==> src/rtl/cr_bmu_dbus_resp.sv <==
// cr_bmu_dbus_resp: LSU data-bus responder driving an AHB-Lite master with one
// address phase (slot A) overlapping one data phase (slot D).
// Optional feature: define CR_BMU_DBUS_REGION_CHK_EN to also fail accesses whose
// address falls outside REGION_BASE/REGION_MASK.
module cr_bmu_dbus_resp #(
  parameter logic [31:0] REGION_BASE = 32'h0000_0000,
  parameter logic [31:0] REGION_MASK = 32'hE000_0000
) (
  input  logic        forever_cpuclk,
  input  logic        cpurst_b,
  input  logic        lsu_bmu_req,
  input  logic [31:0] lsu_bmu_addr,
  input  logic        lsu_bmu_write,
  input  logic [1:0]  lsu_bmu_size,
  input  logic [3:0]  lsu_bmu_prot,
  input  logic [31:0] lsu_bmu_wdata,
  input  logic        lsu_bmu_addr_check_fail,
  output logic        bmu_lsu_grnt,
  output logic        bmu_lsu_trans_cmplt,
  output logic        bmu_lsu_data_vld,
  output logic [31:0] bmu_lsu_rdata,
  output logic        bmu_lsu_acc_err,
  output logic [1:0]  htrans,
  output logic [31:0] haddr,
  output logic        hwrite,
  output logic [2:0]  hsize,
  output logic [3:0]  hprot,
  output logic [31:0] hwdata,
  input  logic        hready,
  input  logic        hresp,
  input  logic [31:0] hrdata
);
  localparam logic [1:0] IDLE   = 2'b00;
  localparam logic [1:0] NONSEQ = 2'b10;
  logic        a_vld, a_write, a_fail;
  logic [31:0] a_addr, a_wdata;
  logic [1:0]  a_size;
  logic [3:0]  a_prot;
  logic        d_vld, d_write, d_fail;
  logic [31:0] d_wdata;
  logic        req_fail, d_done, a_adv, err1, acc_err, data_vld;
`ifdef CR_BMU_DBUS_REGION_CHK_EN
  assign req_fail = lsu_bmu_addr_check_fail | ((lsu_bmu_addr & REGION_MASK) != REGION_BASE);
`else
  logic unused_region;
  assign unused_region = ^(REGION_BASE & REGION_MASK);
  assign req_fail = lsu_bmu_addr_check_fail;
`endif
  // A failed slot finishes in one D cycle with no bus involvement, so hready is ignored for it
  assign d_done = d_vld & (d_fail | hready);
  // First cycle of a two-cycle AHB ERROR response on a real bus access
  assign err1 = d_vld & ~d_fail & hresp & ~hready;
  // A bus address phase completes only with hready; a failed slot never reaches the bus
  assign a_adv = a_vld & (~d_vld | d_done) & (a_fail | hready);
  assign bmu_lsu_grnt = cpurst_b & lsu_bmu_req & (~a_vld | a_adv) & ~err1;
  assign acc_err = d_done & (hresp | d_fail);
  assign data_vld = d_done & ~d_write & ~acc_err;
  assign bmu_lsu_trans_cmplt = d_done;
  assign bmu_lsu_acc_err = acc_err;
  assign bmu_lsu_data_vld = data_vld;
  assign bmu_lsu_rdata = data_vld ? hrdata : 32'h0;
  assign htrans = (a_vld & ~a_fail) ? NONSEQ : IDLE;
  assign haddr = a_addr;
  assign hwrite = a_write;
  assign hsize = {1'b0, a_size};
  assign hprot = a_prot;
  assign hwdata = d_wdata;
  // Address slot: cancelled on an error response, loaded on grant, emptied when it advances
  always_ff @(posedge forever_cpuclk or negedge cpurst_b) begin
    if (!cpurst_b) begin
      a_vld   <= 1'b0;
      a_addr  <= 32'h0;
      a_write <= 1'b0;
      a_size  <= 2'b0;
      a_prot  <= 4'h0;
      a_wdata <= 32'h0;
      a_fail  <= 1'b0;
    end else if (err1) begin
      a_vld <= 1'b0;
    end else if (bmu_lsu_grnt) begin
      a_vld   <= 1'b1;
      a_addr  <= lsu_bmu_addr;
      a_write <= lsu_bmu_write;
      a_size  <= lsu_bmu_size;
      a_prot  <= lsu_bmu_prot;
      a_wdata <= lsu_bmu_wdata;
      a_fail  <= req_fail;
    end else if (a_adv) begin
      a_vld <= 1'b0;
    end
  end
  // Data slot: takes over the address slot when it advances, emptied once its data phase ends
  always_ff @(posedge forever_cpuclk or negedge cpurst_b) begin
    if (!cpurst_b) begin
      d_vld   <= 1'b0;
      d_write <= 1'b0;
      d_wdata <= 32'h0;
      d_fail  <= 1'b0;
    end else if (a_adv) begin
      d_vld   <= 1'b1;
      d_write <= a_write;
      d_wdata <= a_wdata;
      d_fail  <= a_fail;
    end else if (d_done) begin
      d_vld <= 1'b0;
    end
  end
endmodule

==> config.mk <==
export PLATFORM = sky130hd
export DESIGN_NAME = cr_bmu_dbus_resp
export DESIGN_NICKNAME = d
export VERILOG_FILES = /design/src/rtl/cr_bmu_dbus_resp.sv
export SDC_FILE = /design/constraint.sdc
export NUM_CORES = 1
export LEC_CHECK = 0
export CAP_MARGIN = 0
export CORE_UTILIZATION = 40
export DETAILED_ROUTE_END_ITERATION = 6
export GPL_TIMING_DRIVEN = 0
export MAX_ROUTING_LAYER = met4
export PLACE_DENSITY = 0.8
export SETUP_SLACK_MARGIN = 0.15
export SYNTH_ARGS = -nofsm -noshare
export SYNTH_HDL_FRONTEND = slang
export SYNTH_SLANG_ARGS = --single-unit
==> constraint.sdc <==
create_clock -name forever_cpuclk -period 2.09 [get_ports forever_cpuclk]
set_input_delay 0.418 -clock forever_cpuclk [delete_from_list [all_inputs] [get_ports forever_cpuclk]]
set_output_delay 0.418 -clock forever_cpuclk [all_outputs]
set_load 0.05 [all_outputs]
# After elaboration in Yosys (flattened, before gate mapping)
# Cells that the tools add are included.
# W data, S select, Z words.
word_totals:
  latch_bits: 0
  mem_count: 0
  out_inout_bits: 110
  wordCells: 47
  input_bits: 109
  rom_bits: 0
  ram_bits: 0
  register_bits: 108
classes:
  n_lt_le_gt_ge: 0
  reduce_logical: 3
  n_div: 0
  multipliers: 0
  n_eq_ne: 0
  n_shift: 0
  mux: 7
  addsub: 0
  bitwise_logic: 26
ops:
  columns: ["operator", "n"]
  rows:
  - ["$mux W32", 1]
  - ["$and A1 B1 Y1", 13]
  - ["$not A1 Y1", 8]
  - ["$mux W1", 5]
  - ["$or A1 B1 Y1", 5]
  - ["$reduce_bool A3 Y1", 1]
  - ["$mux W2", 1]
  - ["$reduce_and A2 Y1", 1]
  - ["$reduce_bool A2 Y1", 1]

# Longest topological paths before layout
# Gate-level depths: netlist of the first run.
logic_depth:
  depth_word: 10
  ltp_mapped: 6

# Worst setup path before layout of the first run
# Ideal clock, no wire load.
synth_path:
  kind: "register to output"
  from: "register d_fail"
  to: "output bmu_lsu_rdata[22]"
  stages_incl_launch_ff: 5
  arrival_time_ps: 2016
  slack_ps: -344
  path_buffers: 1
  required_time_ps: 1672
  cell_sequence: "dfrtp_1 nand2b_4 nor4b_2 clkbuf_1 and2_1"
synth_between:
  elab_chain_len: 6
  elab_cells_between_ends: 8
  classes_between: "1 x mux; 7 x bitwise"
synth_lines:
  columns: ["element", "line", "source"]
  rows:
  - ["start: declaration", "39", "logic d_vld, d_write, d_fail;"]
  - ["start signal: assignment", "103", "d_fail <= a_fail;"]
  - ["$or A1 B1 Y1", "50", "assign d_done = d_vld & (d_fail | hready);"]
  - ["$and A1 B1 Y1", "50", null]
  - ["$and A1 B1 Y1", "56", "assign acc_err = d_done & (hresp | d_fail);"]
  - ["$not A1 Y1", "57", "assign data_vld = d_done & ~d_write & ~acc_err;"]
  - ["$and A1 B1 Y1 (*)", "57", null]
  - ["named net bmu_lsu_data_vld", "20", "output logic bmu_lsu_data_vld,"]
  - ["$mux W32 (*)", "61", "assign bmu_lsu_rdata = data_vld ? hrdata : 32'h0;"]
  - ["end: declaration", "21", "output logic [31:0] bmu_lsu_rdata,"]
# Mark *: on every way through the listed nets, which the timed path passes. The rest lies on a longest branch.

# Worst setup path in the final report of the first run
layout_path:
  from: "register d_fail"
  to: "output bmu_lsu_rdata[29]"
layout_between:
  elab_chain_len: 6
  elab_cells_between_ends: 8
  classes_between: "1 x mux; 7 x bitwise"
layout_lines:
  columns: ["element", "line"]
  rows:
  - ["$or A1 B1 Y1", "50"]
  - ["$and A1 B1 Y1", "50"]
  - ["$and A1 B1 Y1", "56"]
  - ["$not A1 Y1", "57"]
  - ["$and A1 B1 Y1 (*)", "57"]
  - ["$mux W32 (*)", "61"]
# Every way passes the cells marked *; elsewhere a longest branch is shown, timed or not.

==> run metrics, run 1 <==
critical path required time=approximately 1700 ps; Tot GR Track Use=0.203; Avg Inst Size Synth=15.7 um^2; largest buffer count on any clock path=2; Combinational Power Share=0.477; CP endpoint kind=output port; Tmin final=roughly 2200 ps; GPL Wtd Cong=between 0.7 and 0.8; H-tree lvl count=3; Flop pwr share=0.370; switch share=0.441; Initial Utilization=0.418; Clock Pin Slew Worst Setup and Hold Paths=roughly 110 ps; WP data arrival=1750 ps; Overflow after GRT=0; layout cell share with drive strength beyond 1=0.253; Final Hold Fails=0; worst setup path class=reg2out; dpl ws=-1380 ps; first-pass GRT wire length=16.9 mm; First-pass DRT Iterations=4; # setup viols final=32; CTS buffer count=9; routed length per instance=approximately 16 um; unrepaired setup endpoints after global routing=true; #FFs+latches synth=108; yosys warns=0; max-cap violation count=0; max frequency=461 MHz; die width=between 100 and 150 um; dpl hpwl=8.01 mm; drt drc=0; crit share post-route=1.04; pwr dens=approximately 1100 nW/um^2; fin worst setup slack=-77.9 ps; slew margin rel.=0.639; cell area after synthesis=about 4400 um^2; antenna-violating nets left=0; Clock power frac=0.153; Layout Nets=638; CTS tree=done; CP Max Fanout=10; post-DR vias/cell=between 4 and 5; worst min path class=in2async; failing checks=negative setup slack; Peak VDD IR=around 0.00067 V; post-synth top area cell=dfrtp_1; P_leak=3.31 nW; Via Count=approximately 3,200; Core ar.=between 10,000 and 15,000 um^2; clk sinks=108; die area=about 11,000 um^2; Cell Rows=37; Max Slew Vio Count=0; slew at the pin closest to its max-slew limit=roughly 540 ps; ranking of synthesized cells by area=dfrtp_1, mux2_1, and2_1; PortBufs=roughly 220; IO Pins=roughly 220; NetSw=approximately 3.7 mW; status=complete, but fails checks; Area Overhead vs Synth=69.1%; final instance area=7360 um^2; clock latency on the worst-skew pair=370 ps; post-synthesis sequential area ratio=0.621; initial detailed-routing violation count=61; synthesized instance count=278; Yosys cell types=20; Yosys top cell area share=0.621; Post-Route WL=around 11 mm; diodes inserted=0; Startpoint Class=register; DP Area=roughly 6800 um^2; vias in the first global route=3,234; Die Ht=around 110 um; Worst Clk Skew=about 14 ps; # fillers=between 700 and 800; CTS root buffer=clkbuf_8; largest net degree at the start of global routing=33; setup TNS=-1970 ps; Internal Pwr Total=4.67 mW; initial antenna violation count=0
## path summary, 6_finish.rpt
path,startpoint,to,slack (ps),cells after the start
hold reg to reg,a_wdata[18]$_DFFE_PN0P_,a_wdata[18]$_DFFE_PN0P_,490,1
setup reg to reg,d_fail$_DFFE_PN0P_,a_wdata[24]$_DFFE_PN0P_,170,9
min in group forever_cpuclk,a_wdata[18]$_DFFE_PN0P_,a_wdata[18]$_DFFE_PN0P_,490,1
max in group asynchronous,cpurst_b,hwdata[18]$_DFFE_PN0P_,1050,3
setup / recovery,d_fail$_DFFE_PN0P_,bmu_lsu_rdata[29],-80,6
hold / removal,cpurst_b,a_wdata[6]$_DFFE_PN0P_,70,3
## cells in the final DEF, fill, tap and decap left out, types with 2 or more instances in the layout
master,Yosys,final
o21ai_0,2,2
buf_2,1,2
dlygate4sd3_1,0,2
buf_4,6,17
mux2_2,4,4
dlygate4sd2_1,0,73
clkinv_4,0,4
buf_12,0,7
buf_8,0,19
mux2_1,102,100
and2_2,0,20
buf_16,0,3
dfrtp_1,108,108
o21a_1,2,2
and2_4,0,12
clkbuf_8,0,9
clkdlybuf4s50_1,0,105
conb_1,1,2
mux2_4,0,2
buf_6,7,26
nand2_1,2,2
## cell usage after synthesis, drive strengths merged
master,n
and2,32
dfrtp,108
a211oi,1
nand2,2
a21oi,2
clkbuf,3
buf,14
nor3b,1
nand2b,2
mux2,106
o21ai,2
nor4b,1
o21a,2
nor2b,1
conb,1
## logic make-up (layout without fill, tap and decap cells)
logic type      Yosys count  after routing  share of synthesized area
compound gates            7              7                     0.0118
buf+inv                  17            272                     0.0322
flops                   108            108                      0.621
mux                     106            106                      0.274
other cells               1              2                   0.000861
simple gates             39             39                     0.0601
## final cells by class
type | count | area, um^2 | share of cell area
Timing Repair Buffer | 239 | 2480 | 0.336
Buffer | 17 | 210 | 0.0286
Multi-Input combinational cell | 154 | 1600 | 0.217
Clock inverter | 7 | 77.6 | 0.0105
Clock buffer | 9 | 124 | 0.0168
Tap cell | 136 | 170 | 0.0231
Sequential cell | 108 | 2700 | 0.367
## timing repair
action,in CTS,in global routing
hold buffers,5,0
setup endpoints to repair,180,64
buffers inserted,4,12
pin swaps,1,3
endpoints found under the hold margin,53,0
cloned,1,0
resized for setup,340,47
## routing by layer
layer	part of all wire	global-route usage
met5	0	-
met4	0.015	0.0823
met3	0.075	0.0460
met2	0.55	0.366
met1	0.36	0.214
## power groups by stage
stage / clock [mW] / sequential (mW) / combinational (mW)
floorplan: 0 / 4.88 / 0.834
global placement: 0 / 3.11 / 4.12
detailed placement: 0 / 3.15 / 4.17
CTS: 1.32 / 3.09 / 3.91
global route: 1.40 / 3.18 / 4.14
finish: 1.28 / 3.09 / 3.98
## critical path, cell delays in order (launching register included)
cell	delay, ps
dfrtp_1	390
nand2b_4	170
nor4b_4	220
buf_6	170
buf_8	130
and2_2	150
buf_6	150
## through the flow
step                hold WS [ps]  std cells   util  power, mW
global placement             457        631  0.646       7.23
floorplan                    122        279      -       5.71
global route                63.5        670  0.707       8.72
CTS                         58.7        658  0.685       8.31
finish                      72.1        670  0.707       8.35
detailed placement           468        632  0.648       7.32
## flip-flops by register name, summed over array words and instances, names as in the netlist, 2 cells and up
name and flops:
a_size 2, a_wdata 32, haddr 32, hprot 4, hwdata 32
No activity file was read; power rests on OpenSTA's default activity.
==> inputs of run 2 (changes only) <==
--- a/config.mk
+++ b/config.mk
@@ -8,10 +8,10 @@
 export CAP_MARGIN = 0
 export CORE_UTILIZATION = 40
 export DETAILED_ROUTE_END_ITERATION = 6
-export GPL_TIMING_DRIVEN = 0
 export MAX_ROUTING_LAYER = met4
 export PLACE_DENSITY = 0.8
 export SETUP_SLACK_MARGIN = 0.15
+export SKIP_LAST_GASP = 1
 export SYNTH_ARGS = -nofsm -noshare
 export SYNTH_HDL_FRONTEND = slang
 export SYNTH_SLANG_ARGS = --single-unit
==> run metrics, run 2 (same netlist as run 1, synthesis figures left out) <==
unrepaired setup endpoints after global routing=true; CTS buffer count=9 (unchanged); most frequent cells in the layout=dfrtp_1, clkdlybuf4s50_1, mux2_1; critical path required time=1670 ps (about the same); dpl hpwl=8.57 mm (+7.0%); CP Max Fanout=33 (+23); routed length per instance=17.3 um (+6.1%); CP dominant cell by count=buf_12; P_leak=3.29 nW (-0.76%); Critical Path, Cell by Cell=nand2b_4, nor4b_4, buf_12, and2_1, buf_12; setup TNS=-212 ps (+1760 ps); Startpoint Class=register; max-cap violation count=0 (unchanged); initial detailed-routing violation count=102 (+67%); CTS tree=done; Placed Cells=630 (-0.32%); clock latency on the worst-skew pair=360 ps (about the same); Layout Nets=624 (-2.2%); GPL Wtd Cong=0.779 (+0.54%); hold buffers post-CTS=0 (-5); layout cell share with drive strength beyond 1=0.233 (-0.0201); worst setup path class=reg2out; first-pass GRT wire length=17.8 mm (+5.3%); crit share post-route=1.01 (-0.0253); largest net degree at the start of global routing=109 (+230%); # setup viols final=30 (-6.3%); Non-Filler Instances=656 (-2.1%); First-pass DRT Iterations=4 (unchanged); slew at the pin closest to its max-slew limit=549 ps (+9.22 ps); commonest non-fill, non-tap cell in the layout=dfrtp_1; Overflow after GRT=0 (unchanged); slew margin rel.=0.634 (-0.00496); vias in the first global route=3,372 (+4.3%); initial antenna violation count=0 (unchanged); register area=2700 um^2 (unchanged); H-tree lvl count=3 (unchanged); die width=106 um (unchanged); drt drc=0 (unchanged); CTS root buffer=clkbuf_8; max frequency=473 MHz (+2.5%); Tmin final=2110 ps (-52.9 ps); PortBufs=216 (unchanged); WP data arrival=1700 ps (-50 ps); diodes inserted=0 (unchanged); Post-Route WL=11.3 mm (+3.8%); # fillers=741 (+1.1%); antenna-violating nets left=0 (unchanged); worst min path class=in2async; IO Pins=219 (unchanged); largest buffer count on any clock path=2 (unchanged); Via Count=3,116 (-1.1%); Worst path slowest cell=dfrtp_1; Cell Rows=37 (unchanged); failing checks=negative setup slack; Initial Utilization=0.418 (unchanged); area of the multi-input gates=1600 um^2 (-0.16%); Peak VDD IR=0.000772 V (+16%); Clock Pin Slew Worst Setup and Hold Paths=100 ps (about the same); fin worst setup slack=-25.0 ps (+52.9 ps); pwr dens=1150 nW/um^2 (+1.1%); Die Ht=106 um (unchanged); Area Overhead vs Synth=71.5%; Worst Clk Skew=9.48 ps (-4.13 ps); CP peak stage delay=390 ps (about the same); CP endpoint kind=output port; status=complete, but fails checks; post-DR vias/cell=4.75 (+1.0%); clk sinks=108 (unchanged); Core ar.=10,400 um^2 (unchanged); die area=11,300 um^2 (unchanged); Final Hold Fails=0 (unchanged); Tot GR Track Use=0.211 (+0.00741); Max Slew Vio Count=0 (unchanged)
## run 2: what timing repair did
action,in CTS,in global routing
pin swaps,2,1
endpoints found under the setup margin,105,104
cloned,0,1
gates resized for setup,76,7
setup buffers,6,3
## run 2: per-layer routing
metal / global-route usage / share of wire
met2: 0.371 / 0.53
met3: 0.0582 / 0.079
met4: 0.0794 / 0.023
met5: - / 0
met1: 0.225 / 0.37
## run 2: final cells by class
| type | count | share of cell area |
|---|---|---|
| clock buffer | 13 | 0.0213 |
| clock inverter | 3 | 0.00922 |
| multi-input combinational | 154 | 0.214 |
| sequential | 108 | 0.362 |
| tap | 136 | 0.0228 |
| timing repair buffer | 242 | 0.371 |
## run 2: stage by stage
stage	util	setup slack [ps]	hold WS, ps	area (um^2)	power, mW
CTS	0.710	-63.4	163	7390	8.62
floorplan	-	117	122	4400	5.71
global route	0.717	-137	179	7470	8.94
finish	0.717	-25.0	140	7470	8.57
detailed placement	0.690	-129	468	7190	7.51
global placement	0.690	-91.5	458	7190	7.38
## run 2: critical path: cells and delay by family, from the launching register on
| family | cells | cell delay, ps |
|---|---|---|
| buf+inv | 2 | 350 |
| flops | 1 | 390 |
| simple gates | 3 | 600 |
## run 2: path summary, 6_finish.rpt
path	end	cells after the start	startpoint	slack, ps
setup / recovery	bmu_lsu_rdata[31]	5	d_fail$_DFFE_PN0P_	-20
hold / removal	hprot[1]$_DFFE_PN0P_	2	cpurst_b	140
setup reg to reg	haddr[26]$_DFFE_PN0P_	9	d_fail$_DFFE_PN0P_	90
hold reg to reg	a_wdata[5]$_DFFE_PN0P_	1	a_wdata[5]$_DFFE_PN0P_	490
max in group asynchronous	hwdata[19]$_DFFE_PN0P_	2	cpurst_b	1530
min in group forever_cpuclk	a_vld$_DFFE_PN0P_	3	cpurst_b	390
## run 2: where the power goes
part / total (mW) / internal (mW) / switching [mW] / leakage (nW)
registers: 3.10 / 2.77 / 0.337 / 1.27
clock network: 1.41 / 0.745 / 0.668 / 0.114
logic: 4.05 / 1.37 / 2.68 / 1.91
==> inputs of run 3 (changes only) <==
--- a/config.mk
+++ b/config.mk
@@ -12,6 +12,7 @@
 export PLACE_DENSITY = 0.8
 export SETUP_SLACK_MARGIN = 0.15
 export SKIP_LAST_GASP = 1
+export SLEW_MARGIN = 20
 export SYNTH_ARGS = -nofsm -noshare
 export SYNTH_HDL_FRONTEND = slang
 export SYNTH_SLANG_ARGS = --single-unit
==> results of run 3 <==
Final layout, timing and power as in run 2 (identical DEF).
